## src/rtl/seg_scan_driver_pkg.sv

```systemverilog
`default_nettype none
// +----------------------------------------------------------------------------+
// | Package     : seg_scan_driver_pkg                                          |
// | Description : Shared definitions for the multiplexed 7-segment driver:     |
// |               digit code type, special code values and active-low segment  |
// |               patterns ordered {a,b,c,d,e,f,g,dp} (bit0 = dp), plus a      |
// |               helper that merges the decimal point into a pattern.         |
// | Revision    : 1.0 - initial release                                        |
// +----------------------------------------------------------------------------+
package seg_scan_driver_pkg;

  typedef logic [3:0] seg_code_t;

  localparam seg_code_t CODE_MINUS = 4'd10;
  localparam seg_code_t CODE_BLANK = 4'd15;

  // Patterns carry dp=1 (off); the decimal point is merged separately.
  localparam logic [7:0] SEG_0     = 8'b0000001_1;
  localparam logic [7:0] SEG_1     = 8'b1001111_1;
  localparam logic [7:0] SEG_2     = 8'b0010010_1;
  localparam logic [7:0] SEG_3     = 8'b0000110_1;
  localparam logic [7:0] SEG_4     = 8'b1001100_1;
  localparam logic [7:0] SEG_5     = 8'b0100100_1;
  localparam logic [7:0] SEG_6     = 8'b0100000_1;
  localparam logic [7:0] SEG_7     = 8'b0001111_1;
  localparam logic [7:0] SEG_8     = 8'b0000000_1;
  localparam logic [7:0] SEG_9     = 8'b0000100_1;
  localparam logic [7:0] SEG_MINUS = 8'b1111110_1;
  localparam logic [7:0] SEG_BLANK = 8'b1111111_1;

  // Clear the active-low dp bit when the decimal point is requested.
  function automatic logic [7:0] seg_apply_dp(input logic [7:0] pat, input logic dp);
    return pat & {7'h7F, ~dp};
  endfunction

endpackage
`default_nettype wire

```

## src/rtl/seg_decoder.sv

```systemverilog
`default_nettype none
// +----------------------------------------------------------------------------+
// | Module      : seg_decoder                                                  |
// | Description : Combinational 4-bit code + decimal point to active-low       |
// |               segment bus. Codes 0..9 are digits, 10 is a minus sign,      |
// |               11..15 are blank. The dp is independent of the code.         |
// | Ports       : i_code  [3:0] digit code                                     |
// |               i_dp          1 = light decimal point                        |
// |               o_seg_n [7:0] {a,b,c,d,e,f,g,dp}, active low                 |
// | Revision    : 1.0 - initial release                                        |
// +----------------------------------------------------------------------------+
module seg_decoder
  import seg_scan_driver_pkg::*;
(
  input  logic [3:0] i_code,
  input  logic       i_dp,
  output logic [7:0] o_seg_n
);

  logic [7:0] w_pat;

  always_comb begin
    w_pat = SEG_BLANK;
    case (i_code)
      4'd0:       w_pat = SEG_0;
      4'd1:       w_pat = SEG_1;
      4'd2:       w_pat = SEG_2;
      4'd3:       w_pat = SEG_3;
      4'd4:       w_pat = SEG_4;
      4'd5:       w_pat = SEG_5;
      4'd6:       w_pat = SEG_6;
      4'd7:       w_pat = SEG_7;
      4'd8:       w_pat = SEG_8;
      4'd9:       w_pat = SEG_9;
      CODE_MINUS: w_pat = SEG_MINUS;
      default:    w_pat = SEG_BLANK;
    endcase
  end

  assign o_seg_n = seg_apply_dp(w_pat, i_dp);

endmodule
`default_nettype wire

```

## src/rtl/seg_scan_driver.sv

```systemverilog
`default_nettype none
// +----------------------------------------------------------------------------+
// | Module      : seg_scan_driver                                              |
// | Description : Time-multiplexed driver for an N-digit common-anode          |
// |               7-segment display. One digit per REFRESH_DIV-cycle slot,     |
// |               anodes held off for the first BLANK_CYCLES of each slot to   |
// |               avoid ghosting. Inputs are snapshotted once per frame so a   |
// |               frame never mixes old and new values.                        |
// | Ports       : clk, rst_n (async, active low)                               |
// |               enable          0 = dark, scan held at digit 0               |
// |               digits[4N-1:0]  digit i code at [4i+3:4i]                    |
// |               dp_mask[N-1:0]  decimal point per digit                      |
// |               seg_n[7:0]      shared segments, active low                  |
// |               an_n[N-1:0]     anode selects, active low                    |
// |               frame_start     pulse when the digit-0 slot begins           |
// | Options     : SEG_LEADING_ZERO_BLANK_EN - blank leading zero digits        |
// | Revision    : 1.0 - initial release                                        |
// +----------------------------------------------------------------------------+
module seg_scan_driver
  import seg_scan_driver_pkg::*;
#(
  parameter int NUM_DIGITS   = 4,
  parameter int REFRESH_DIV  = 50000,
  parameter int BLANK_CYCLES = 500
) (
  input  logic                    clk,
  input  logic                    rst_n,
  input  logic                    enable,
  input  logic [4*NUM_DIGITS-1:0] digits,
  input  logic [NUM_DIGITS-1:0]   dp_mask,
  output logic [7:0]              seg_n,
  output logic [NUM_DIGITS-1:0]   an_n,
  output logic                    frame_start
);

  localparam int DIV_W = $clog2(REFRESH_DIV);
  localparam int IDX_W = (NUM_DIGITS > 1) ? $clog2(NUM_DIGITS) : 1;
  localparam logic [DIV_W-1:0] DIV_LAST  = DIV_W'(REFRESH_DIV - 1);
  localparam logic [DIV_W-1:0] BLANK_END = DIV_W'(BLANK_CYCLES);
  localparam logic [IDX_W-1:0] IDX_LAST  = IDX_W'(NUM_DIGITS - 1);

  logic [DIV_W-1:0]        r_div;
  logic [IDX_W-1:0]        r_idx;
  logic [4*NUM_DIGITS-1:0] r_snap;
  logic [NUM_DIGITS-1:0]   r_snap_dp;
  logic [7:0]              r_seg_n;
  logic [NUM_DIGITS-1:0]   r_an_n;
  logic                    r_frame_start;

  logic                    w_div_last;
  logic                    w_frame_end;
  logic                    w_active;
  logic [NUM_DIGITS-1:0]   w_lz_mask;
  logic [3:0]              w_sel_code;
  logic                    w_sel_dp;
  logic [7:0]              w_dec_seg_n;

  assign w_div_last  = (r_div == DIV_LAST);
  assign w_frame_end = w_div_last && (r_idx == IDX_LAST);
  assign w_active    = enable && (r_div >= BLANK_END);

  // Slot divider and digit index; disabled scan parks at digit 0, div 0.
  always_ff @(posedge clk or negedge rst_n) begin
    if (!rst_n) begin
      r_div <= '0;
      r_idx <= '0;
    end else if (!enable) begin
      r_div <= '0;
      r_idx <= '0;
    end else if (w_div_last) begin
      r_div <= '0;
      r_idx <= (r_idx == IDX_LAST) ? '0 : r_idx + 1'b1;
    end else begin
      r_div <= r_div + 1'b1;
    end
  end

  // Inputs are sampled only at a frame boundary (or freely while dark), so
  // every displayed frame comes from one coherent set of values.
  always_ff @(posedge clk or negedge rst_n) begin
    if (!rst_n) begin
      r_snap    <= '0;
      r_snap_dp <= '0;
    end else if (!enable || w_frame_end) begin
      r_snap    <= digits;
      r_snap_dp <= dp_mask;
    end
  end

`ifdef SEG_LEADING_ZERO_BLANK_EN
  // Walk down from the most significant digit; a digit is blanked while it
  // and everything above it is a zero without a decimal point.
  logic w_lz_run;
  always_comb begin
    w_lz_run  = 1'b1;
    w_lz_mask = '0;
    for (int i = NUM_DIGITS - 1; i >= 1; i--) begin
      w_lz_run     = w_lz_run & (r_snap[4*i +: 4] == 4'd0) & ~r_snap_dp[i];
      w_lz_mask[i] = w_lz_run;
    end
  end
`else
  assign w_lz_mask = '0;
`endif

  // Select the snapshot digit for the current slot.
  always_comb begin
    w_sel_code = '0;
    w_sel_dp   = 1'b0;
    for (int i = 0; i < NUM_DIGITS; i++) begin
      if (r_idx == IDX_W'(i)) begin
        w_sel_code = w_lz_mask[i] ? CODE_BLANK : r_snap[4*i +: 4];
        w_sel_dp   = r_snap_dp[i];
      end
    end
  end

  seg_decoder u_decoder (
    .i_code  (w_sel_code),
    .i_dp    (w_sel_dp),
    .o_seg_n (w_dec_seg_n)
  );

  always_ff @(posedge clk or negedge rst_n) begin
    if (!rst_n) begin
      r_seg_n       <= 8'hFF;
      r_an_n        <= '1;
      r_frame_start <= 1'b0;
    end else begin
      r_seg_n       <= w_active ? w_dec_seg_n : 8'hFF;
      r_an_n        <= w_active ? ~(NUM_DIGITS'(1) << r_idx) : '1;
      r_frame_start <= enable && (r_idx == '0) && (r_div == '0);
    end
  end

  assign seg_n       = r_seg_n;
  assign an_n        = r_an_n;
  assign frame_start = r_frame_start;

endmodule
`default_nettype wire

```

## config.mk

```make
export PLATFORM = sky130hd
export DESIGN_NAME = seg_scan_driver
export DESIGN_NICKNAME = d
export VERILOG_FILES = /design/src/rtl/seg_scan_driver_pkg.sv /design/src/rtl/seg_decoder.sv /design/src/rtl/seg_scan_driver.sv
export SDC_FILE = /design/constraint.sdc
export NUM_CORES = 1
export LEC_CHECK = 0
export CORE_MARGIN = 2
export CORE_UTILIZATION = 54
export CTS_CLUSTER_DIAMETER = 60
export DETAILED_ROUTE_END_ITERATION = 12
export PLACE_DENSITY = 0.84
export SYNTH_ARGS = -nofsm -noshare
export SYNTH_HDL_FRONTEND = slang
export SYNTH_SLANG_ARGS = --single-unit
export TNS_END_PERCENT = 5
```

## constraint.sdc

```tcl
create_clock -name clk -period 6.6 [get_ports clk]
set_input_delay 1.65 -clock clk [delete_from_list [all_inputs] [get_ports clk]]
set_output_delay 1.65 -clock clk [all_outputs]
set_load 0.005 [all_outputs]
```

==> results of run 1 <==
sequential cells by signal, summed over array words and instances, names as in the netlist:
register	cells
r_snap_dp	4
seg_n	8
r_snap	16
an_n	4
frame_start	1
r_idx	2
r_div	16
routing by layer:
layer / wire length [um] / share of wire (%) / GRT usage (%) / up-vias
met2: 2520 / 48 / 31.2 / 65
li1: - / - / - / 923
met1: 2390 / 46 / 29.1 / 941
met3: 245 / 4.7 / 4.07 / 8
met5: 0 / 0 / 0 / -
met4: 82 / 1.6 / 7.14 / 0
cells in the mapped netlist, drive strengths merged (6+ instances only):
cell type,count,area [um2]
dfrtp,39,976
nor2,17,63.8
nand2,11,41.3
xor2,6,52.6
dfstp,12,315
a21oi,7,35.0
o21ai,7,35.0
xnor2,7,61.3
inv,15,56.3
clkbuf,6,22.5
ha,12,150
nand3,8,40.0
mux2,20,300
nand4,7,43.8
a211oi,9,67.6
cell usage in the layout, fill, tap and decap left out, types with 2 or more instances in the layout:
master	instances
and3_1	3
nand3_1	8
nand4_1	7
a22oi_1	3
dfrtp_1	39
xnor2_1	7
nor2_1	17
ha_1	12
clkbuf_8	5
nor2b_1	5
nor3_1	3
a211oi_1	9
nand3b_1	5
xor2_1	6
or3_1	2
o21a_1	3
o21ai_0	6
inv_1	15
mux2_4	20
a221oi_1	5
nand2_1	11
nor3b_1	3
buf_4	2
dfstp_2	12
a21oi_1	7
nor4_1	5
clkdlybuf4s50_1	34
and4_1	2
or4_1	2
clkinvlp_4	2
power by group:
group          switching, W  total [W]  internal (W)
registers         0.0000113   0.000338      0.000327
logic             0.0000350  0.0000784     0.0000434
clock network      0.000106   0.000180     0.0000740
total              0.000152   0.000597      0.000444
cell families (layout without fill, tap and decap cells):
| kind of cell | Yosys count | after routing | synth area share [%] |
|---|---|---|---|
| buf+inv | 25 | 60 | 4.15 |
| fa+ha+maj | 12 | 12 | 5.60 |
| compound gates | 42 | 42 | 11.0 |
| mux | 21 | 21 | 11.6 |
| flops | 51 | 51 | 48.1 |
| xor+xnor | 13 | 13 | 4.24 |
| simple gates | 75 | 75 | 15.3 |
cell type report:
class                           count  area share, %
Clock inverter                      3          0.633
Multi-Input combinational cell    163           40.5
Timing Repair Buffer               37           11.4
Sequential cell                    51           40.9
Clock buffer                        5           2.18
Inverter                           15           1.78
Tap cell                           67           2.65
through the flow:
step	setup WS, ps	utilization [%]
finish	3590	66.5
global route	3410	66.5
CTS	3580	66.5
detailed placement	3250	64.6
global placement	3380	64.6
floorplan	4030	-
worst max path at each step:
stage | start | end | slack (ps) | depth (start not counted)
floorplan | r_idx[0]$_DFFE_PN0P_ | seg_n[3]$_DFF_PN1_ | 4030 | 10
global placement | enable | seg_n[1]$_DFF_PN1_ | 3380 | 4
detailed placement | enable | seg_n[5]$_DFF_PN1_ | 3250 | 4
CTS | enable | seg_n[5]$_DFF_PN1_ | 3580 | 4
global route | enable | seg_n[5]$_DFF_PN1_ | 3410 | 4
finish | enable | seg_n[5]$_DFF_PN1_ | 3590 | 4
worst max-delay path, cell delays in order:
cell and delay [ps]:
clkdlybuf4s50_1 540, inv_1 130, a21oi_1 620, o21ai_0 250
==> summary.txt, run 1 <==
STA
  • Worst-margin pin slew: between 1000 and 1500 ps
  • Final setup viols: 0
  • RSZ-0062 raised after global routing: no
  • Endpoints failing hold: 0
  • Period utilization: about 46%
  • Slew Viols, Final: 0
  • Setup TNS: 0 ps
  • Hold_ws: 523 ps
  • Min Tclk post-route: 3010 ps
  • Fmax: 332 MHz
  • Max-Slew Margin vs Limit: 26.3%
  • Setup Skew: around 9.4 ps

GRT
  • Vias in the first global route: around 1700
  • Initial antenna violation count: 0
  • Largest net degree at the start of global routing: 52
  • First-pass GRT wire length: 8550 um
  • Global-route usage over all layers: 20.4%
  • Total grt overflow: 0

Die
  • Die span in x: roughly 74 um
  • Initial Util: between 50 and 60%
  • Die Ht: 74.5 um
  • Die footprint: approximately 5500 um2
  • CORE AREA: between 4000 and 5000 um2
  • FP Rows: 25
  • Top-level I/O count: 36

Cells and area
  • Fin cells: 341
  • Final Cell Area: 3160 um2
  • Layout cells sized above 1: 16.4%
  • ANT cells: 0
  • FF+latch area: ~1300 um2
  • Fill count: 400
  • Syn-to-layout area delta: 17.8%
  • Multi-input logic area: 1280 um2
  • Final nets: 308

Detailed routing
  • Via count: 1937
  • DRC viols: 0
  • Drt pass-1 iters: 4
  • DRT iter0 DRCs: 156
  • Via density: 5.68
  • Wire length per cell: 15.4 um
  • Wirelength, routed: 5240 um
  • Antenna viol nets, final: 0

Clock network
  • CTS tree: yes
  • Clock-pin slew on the worst setup and hold paths: around 100 ps
  • H-tree depth: 2
  • Clock root buffer master: clkbuf_8
  • Clock sink count: 51
  • CTS buffer count: 5
  • Postcts setup bufs: 0
  • Post-CTS Resized: 0
  • Clk Latency, worst-skew pair: roughly 310 ps
  • Hold bufs inserted after CTS: 0
  • Clock Path Buffers: 2

Pwr
  • Power per Cell Area: roughly 190 nW/um2
  • Static Leak: 1.34 nW
  • Peak VDD IR: 0.0000923 V
  • Total power: 0.000597 W

Logic synthesis
  • Yosys cell types: 41
  • Yosys reg bits: ~50
  • Ys flop type: dfrtp_1
  • Yosys warns: 0
  • Syn Nets: between 200 and 300
  • Post-synth EDFFs: 0
  • Asr flop ratio synth: 100%
  • Synth Cell Area: between 2000 and 3000 um2
  • Syn_area_per_cell: 11.2 um2
  • Synthesized instance count: 239
  • Sequential area share after synthesis: 48.1%

Placed design
  • I/O Buffers: 35
  • GP Congestion: 0.811
  • Inst Count DP: approximately 330
  • Placed Area: 3070 um2
  • Detail Placement HPWL: 3630 um

Worst setup path
  • Reg-to-Reg End: seg_n[3]$_DFF_PN1_
  • CP Capture Type: flip-flop
  • CP Launch Type: input pin
  • WP data required: 6780 ps
  • Max FO, Critical Path: 12
  • Crit path kind: input pin to flip-flop
  • R2R cell count: 8
  • Worst r2r src: r_idx[0]$_DFFE_PN0P_
  • CP arrival: 3190 ps
  • Worst reg2reg setup slack: 3700 ps

Worst hold path
  • WHS Endpoint: r_snap[7]$_DFFE_PN0P_
  • Hold path start: r_snap[7]$_DFFE_PN0P_
  • Min-delay worst type: flip-flop to flip-flop
  • WHS Path Cells: 1

Status
  • Status: completed

Job
  • Max-Cap Viols: 0
Note: power is estimated with default switching activity, not from simulation.
==> run 2, diff against run 1 <==
==> constraint.sdc (replaced) <==
create_clock -name clk -period 2.85 [get_ports clk]
set_input_delay 0.7125 -clock clk [delete_from_list [all_inputs] [get_ports clk]]
set_output_delay 0.7125 -clock clk [all_outputs]
set_load 0.005 [all_outputs]
==> run 2 against run 1 <==
Compared with the run above: design area is 2.7% higher; worst hold slack got worse by 140 ps; register-to-register slack worse by 3400 ps; die area did not move; via count decreased by 0.57%; combinational power is 140% higher; clock power increased to 2.7 times the previous value; first-iteration DRC count decreased by 1.3%; critical path depth up 5; clock skew up 1.5 ps; global-route usage fell by 0.35 points; power grew 140%.
==> summary.txt, run 2 (synthesis gave the netlist of run 1 again) <==
Worst setup path
  • Max FO, Critical Path: 7
  • Crit path launch: r_idx[0]$_DFFE_PN0P_
  • CP Launch Type: flip-flop
  • R2R cell count: 9
  • CP Capture Type: flip-flop
  • CP arrival: 2740 ps
  • Crit path kind: flip-flop to flip-flop
  • Worst reg2reg setup slack: 330 ps
  • Worst r2r src: r_idx[0]$_DFFE_PN0P_
  • Reg-to-Reg End: seg_n[7]$_DFF_PN1_
  • WP data required: approximately 3100 ps
  • Critical Path End: seg_n[7]$_DFF_PN1_

Placed design
  • Detail Placement HPWL: roughly 3700 um
  • Inst Count DP: around 340
  • GP Congestion: roughly 0.94
  • I/O Buffers: 35

Detailed routing
  • Via density: 5.55
  • Met2 wire len: 2500 um
  • Via count: 1926
  • Highest routed layer: met4
  • Antenna viol nets, final: 0
  • Met1 WL: around 2300 um
  • DRC viols: 0
  • DRT iter0 DRCs: 154
  • Wirelength, routed: 5100 um
  • Met3 Wirelength: roughly 190 um
  • Drt pass-1 iters: 4
  • Wire length per cell: 14.7 um

Cells and area
  • Most common cell after layout, fill and taps aside: dfrtp_1
  • Fin cells: between 300 and 400
  • ANT cells: 0
  • Syn-to-layout area delta: 21.0%
  • Fill count: 354
  • Final nets: 314
  • Most frequent cells in the layout: dfrtp_1 (39), clkdlybuf4s50_1 (34), mux2_4 (20)
  • Layout cells sized above 1: between 10% and 20%

STA
  • Worst-margin pin slew: 619 ps
  • Max-Slew Margin vs Limit: 58.5%
  • Endpoints failing hold: 0
  • Setup TNS: 0 ps
  • Fmax: 397 MHz
  • Period utilization: 88.4%
  • Final setup viols: 0
  • RSZ-0062 raised after global routing: no
  • Slew Viols, Final: 0
  • Min Tclk post-route: about 2500 ps
  • Setup Skew: 11.0 ps

GRT
  • Vias in the first global route: 1773
  • Total grt overflow: 0
  • First-pass GRT wire length: 8330 um
  • Initial antenna violation count: 0
  • Global-route usage over all layers: about a fifth
  • Largest net degree at the start of global routing: 28

Die
  • Initial Util: 56.4%
  • Die Ht: 74.5 um
  • FP Rows: 25
  • Die footprint: 5550 um2
  • Die span in x: 74.5 um
  • Top-level I/O count: 36
  • CORE AREA: 4750 um2

Job
  • Max-Cap Viols: 0

Pwr
  • Power per Cell Area: 449 nW/um2
  • Peak VDD IR: between 0.0003 and 0.0004 V
  • Static Leak: between 1 and 1.5 nW

Clock network
  • Clock Path Buffers: 2
  • Clk Latency, worst-skew pair: slightly above 300 ps
  • Clock root buffer master: clkbuf_8
  • Clock sink count: 51
  • Clock-pin slew on the worst setup and hold paths: about 90 ps
  • CTS buffer count: 5
  • Hold bufs inserted after CTS: 0
  • H-tree depth: 2
  • CTS tree: yes

Status
  • Status: completed

Worst hold path
  • Min-delay worst type: input pin to async pin
## run 2: power breakdown
part / internal (W) / switching, W
registers: 0.000757 / 0.0000259
clock network: 0.000263 / 0.000223
logic: 0.000107 / 0.0000811
## run 2: stage by stage
stage	util, %	hold slack, ps	area (um2)	setup WS [ps]	total power (W)
after floorplan	-	417	2680	283	0.000903
after global placement	65.8	497	3130	316	0.000976
after detailed placement	65.8	499	3130	279	0.000983
after CTS	68.1	396	3240	248	0.00147
after global routing	68.3	436	3250	136	0.00153
final	68.3	384	3250	331	0.00146
## run 2: worst min-delay path by stage
| stage | startpoint | to | slack [ps] | cells after the start |
|---|---|---|---|---|
| detailed placement | r_snap[14]$_DFFE_PN0P_ | r_snap[14]$_DFFE_PN0P_ | 500 | 1 |
| global route | rst_n | r_div[5]$_DFF_PN0_ | 440 | 1 |
| CTS | rst_n | r_div[5]$_DFF_PN0_ | 400 | 1 |
| global placement | r_snap[0]$_DFFE_PN0P_ | r_snap[0]$_DFFE_PN0P_ | 500 | 1 |
| finish | rst_n | r_div[5]$_DFF_PN0_ | 380 | 1 |
| floorplan | rst_n | frame_start$_DFF_PN0_ | 420 | 0 |
## run 2: per-layer routing
metal	vias to the layer above	GRT usage, %
met5	-	0
met3	6	4.74
li1	943	-
met4	0	7.94
met1	934	27.8
met2	43	30.6
## run 2: layout make-up
cell class / count / area [um2] / share of cell area, %
inverter: 15 / 56.3 / 1.73
clock buffer: 7 / 76.3 / 2.35
sequential: 51 / 1290 / 39.8
timing repair buffer: 43 / 418 / 12.9
tap: 67 / 83.8 / 2.58
clock inverter: 1 / 30.0 / 0.925
multi-input combinational: 163 / 1290 / 39.8
## run 2: critical path: stages, from the launching register on
cell and delay, ps:
dfrtp_1 430, inv_1 100, ha_1 340, nand3b_1 120, a221oi_1 480, a21o_1 230
inv_1 100, ha_1 200, a221oi_1 300, a22oi_1 120
## run 2: what timing repair did
item                                    CTS  global route
resized for setup                         0             3
endpoints found under the setup margin    0             1
buffers inserted                          0             0
==> run 3, diff against run 2 <==
--- a/config.mk
+++ b/config.mk
@@ -8,6 +8,7 @@
 export CORE_MARGIN = 2
 export CORE_UTILIZATION = 54
 export CTS_CLUSTER_DIAMETER = 60
+export CTS_CLUSTER_SIZE = 24
 export DETAILED_ROUTE_END_ITERATION = 12
 export PLACE_DENSITY = 0.84
 export SYNTH_ARGS = -nofsm -noshare
==> constraint.sdc (replaced) <==
create_clock -name clk -period 2.9 [get_ports clk]
set_input_delay 0.725 -clock clk [delete_from_list [all_inputs] [get_ports clk]]
set_output_delay 0.725 -clock clk [all_outputs]
set_load 0.005 [all_outputs]
==> run 3 against run 2 <==
Compared with the run above: final cell count is 0.29% lower; power is 3.9% lower; first-iteration DRC count is 17% higher; non-clock buffer count is 1 lower; register-to-register slack worse by 80 ps; sequential share of layout area is 0.31 points higher; global-route usage is 0.63 points higher; clock skew is 7.0 ps lower; combinational power is 4% lower; largest power group unchanged; highest routed layer unchanged.
==> summary.txt, run 3 (synthesis gave the netlist of run 1 again) <==
Worst setup path
  • Critical Path End: seg_n[3]$_DFF_PN1_
  • Worst r2r src: r_idx[0]$_DFFE_PN0P_
  • Reg-to-Reg End: seg_n[3]$_DFF_PN1_
  • Critical Path Stages: 10
  • Crit path kind: flip-flop to flip-flop
  • CP arrival: 2870 ps
  • Crit path max-delay family: compound AO/OA/AOI/OAI gates
  • Worst reg2reg setup slack: 250 ps
  • CP Cell Sequence: inv_1, ha_1, a211oi_1, a221oi_1, buf_4, inv_1, ha_1, a2111oi_0, a211oi_1, o21ai_0
  • Crit path buf inv count: 3
  • CP Launch Type: flip-flop
  • Critical Path Max Stage Delay: 430 ps
  • WP data required: 3120 ps
  • Crit path launch: r_idx[0]$_DFFE_PN0P_
  • CP max-delay cell: dfrtp_1
  • R2R cell count: 10
  • CP Capture Type: flip-flop
  • Max FO, Critical Path: 12

Pwr
  • Peak VDD IR: 0.000236 V
  • Static Leak: between 1 and 1.5 nW
  • Total power: 0.00140 W
  • Power per Cell Area: 435 nW/um2

Detailed routing
  • Drt pass-1 iters: 4
  • DRC viols: 0
  • Via density: 5.61
  • DRT iter0 DRCs: 180
  • Wirelength, routed: between 5000 and 6000 um
  • Met3 Wirelength: about 190 um
  • Via count: approximately 1900
  • Wire length per cell: 15.0 um
  • Highest routed layer: met4
  • Met2 wire len: approximately 2400 um
  • Met1 WL: 2500 um
  • Antenna viol nets, final: 0

Clock network
  • Hold bufs inserted after CTS: 0
  • Clock-pin slew on the worst setup and hold paths: 90 ps
  • Post-CTS Resized: 0
  • CTS tree: yes
  • Clock sink count: 51
  • Postcts setup bufs: 0
  • Clk Latency, worst-skew pair: approximately 310 ps
  • Clock Path Buffers: 2
  • CTS buffer count: 5
  • H-tree depth: 2
  • Clock root buffer master: clkbuf_8

Die
  • Initial Util: 56.4%
  • Die span in x: approximately 74 um
  • Die Ht: 74.5 um
  • FP Rows: 25
  • CORE AREA: 4750 um2
  • Top-level I/O count: 36
  • Die footprint: 5550 um2

Cells and area
  • Layout cells sized above 1: between 15 and 20%
  • Fill count: roughly 350
  • Most common cell after layout, fill and taps aside: dfrtp_1
  • Final nets: 313
  • Syn-to-layout area delta: 20.1%
  • Most frequent cells in the layout: dfrtp_1 (39), clkdlybuf4s50_1 (34), mux2_4 (20)
  • Final cell utilization of the core: roughly 68%
  • ANT cells: 0

GRT
  • Initial antenna violation count: 0
  • Largest net degree at the start of global routing: 52
  • Total grt overflow: 0
  • Global-route usage over all layers: slightly above 20%
  • Vias in the first global route: between 1500 and 2000
  • First-pass GRT wire length: 8650 um

Placed design
  • GP Congestion: 0.904
  • I/O Buffers: 35
  • Detail Placement HPWL: between 3000 and 4000 um

STA
  • Max-Slew Margin vs Limit: 35.2%
  • Min Tclk post-route: 2650 ps
  • Slew Viols, Final: 0
  • Final setup viols: 0
  • RSZ-0062 raised after global routing: no
  • Setup Skew: between 3 and 4 ps
  • Endpoints failing hold: 0
  • Setup TNS: 0 ps
  • Fmax: 377 MHz
  • Period utilization: 91.4%
  • Worst-margin pin slew: 966 ps

Job
  • Max-Cap Viols: 0

Worst hold path
  • Min-delay worst type: input pin to async pin

Status
  • Status: completed
==> run 3: metal layers <==
| metal | global-route usage, % | up-vias |
|---|---|---|
| li1 | - | 941 |
| met4 | 8.33 | 0 |
| met3 | 4.74 | 12 |
| met5 | 0 | - |
| met1 | 29.8 | 939 |
| met2 | 30.3 | 48 |
==> run 3: area by class of cell <==
| cell class | instances | area (um2) | share of cell area [%] |
|---|---|---|---|
| Sequential cell | 51 | 1290 | 40.1 |
| Multi-Input combinational cell | 163 | 1280 | 39.7 |
| Timing Repair Buffer | 42 | 410 | 12.7 |
| Clock buffer | 8 | 100 | 3.11 |
| Tap cell | 67 | 83.8 | 2.60 |
| Inverter | 15 | 56.3 | 1.75 |
==> run 3: report_power, final <==
group	leakage, nW	switching [W]	internal, W
combinational	0.707	0.0000778	0.000103
clock	0.0515	0.000230	0.000218
sequential	0.621	0.0000262	0.000744
==> run 3: how the worst min path moves through the flow <==
stage | from | to | cells after the start
global placement | r_snap[0]$_DFFE_PN0P_ | r_snap[0]$_DFFE_PN0P_ | 1
finish | rst_n | r_snap[6]$_DFFE_PN0P_ | 2
global route | rst_n | r_div[13]$_DFF_PN0_ | 2
detailed placement | r_snap[12]$_DFFE_PN0P_ | r_snap[12]$_DFFE_PN0P_ | 1
CTS | rst_n | r_idx[0]$_DFFE_PN0P_ | 2
floorplan | rst_n | frame_start$_DFF_PN0_ | 0
==> run 3: stage by stage <==
| step | cells | area, um2 | worst slack [ps] | hold slack, ps |
|---|---|---|---|---|
| CTS | 346 | 3220 | 214 | 396 |
| global placement | 338 | 3120 | 555 | 502 |
| finish | 346 | 3220 | 249 | 379 |
| global route | 346 | 3220 | 11.4 | 409 |
| floorplan | 239 | 2680 | 333 | 429 |
| detailed placement | 338 | 3120 | 327 | 499 |
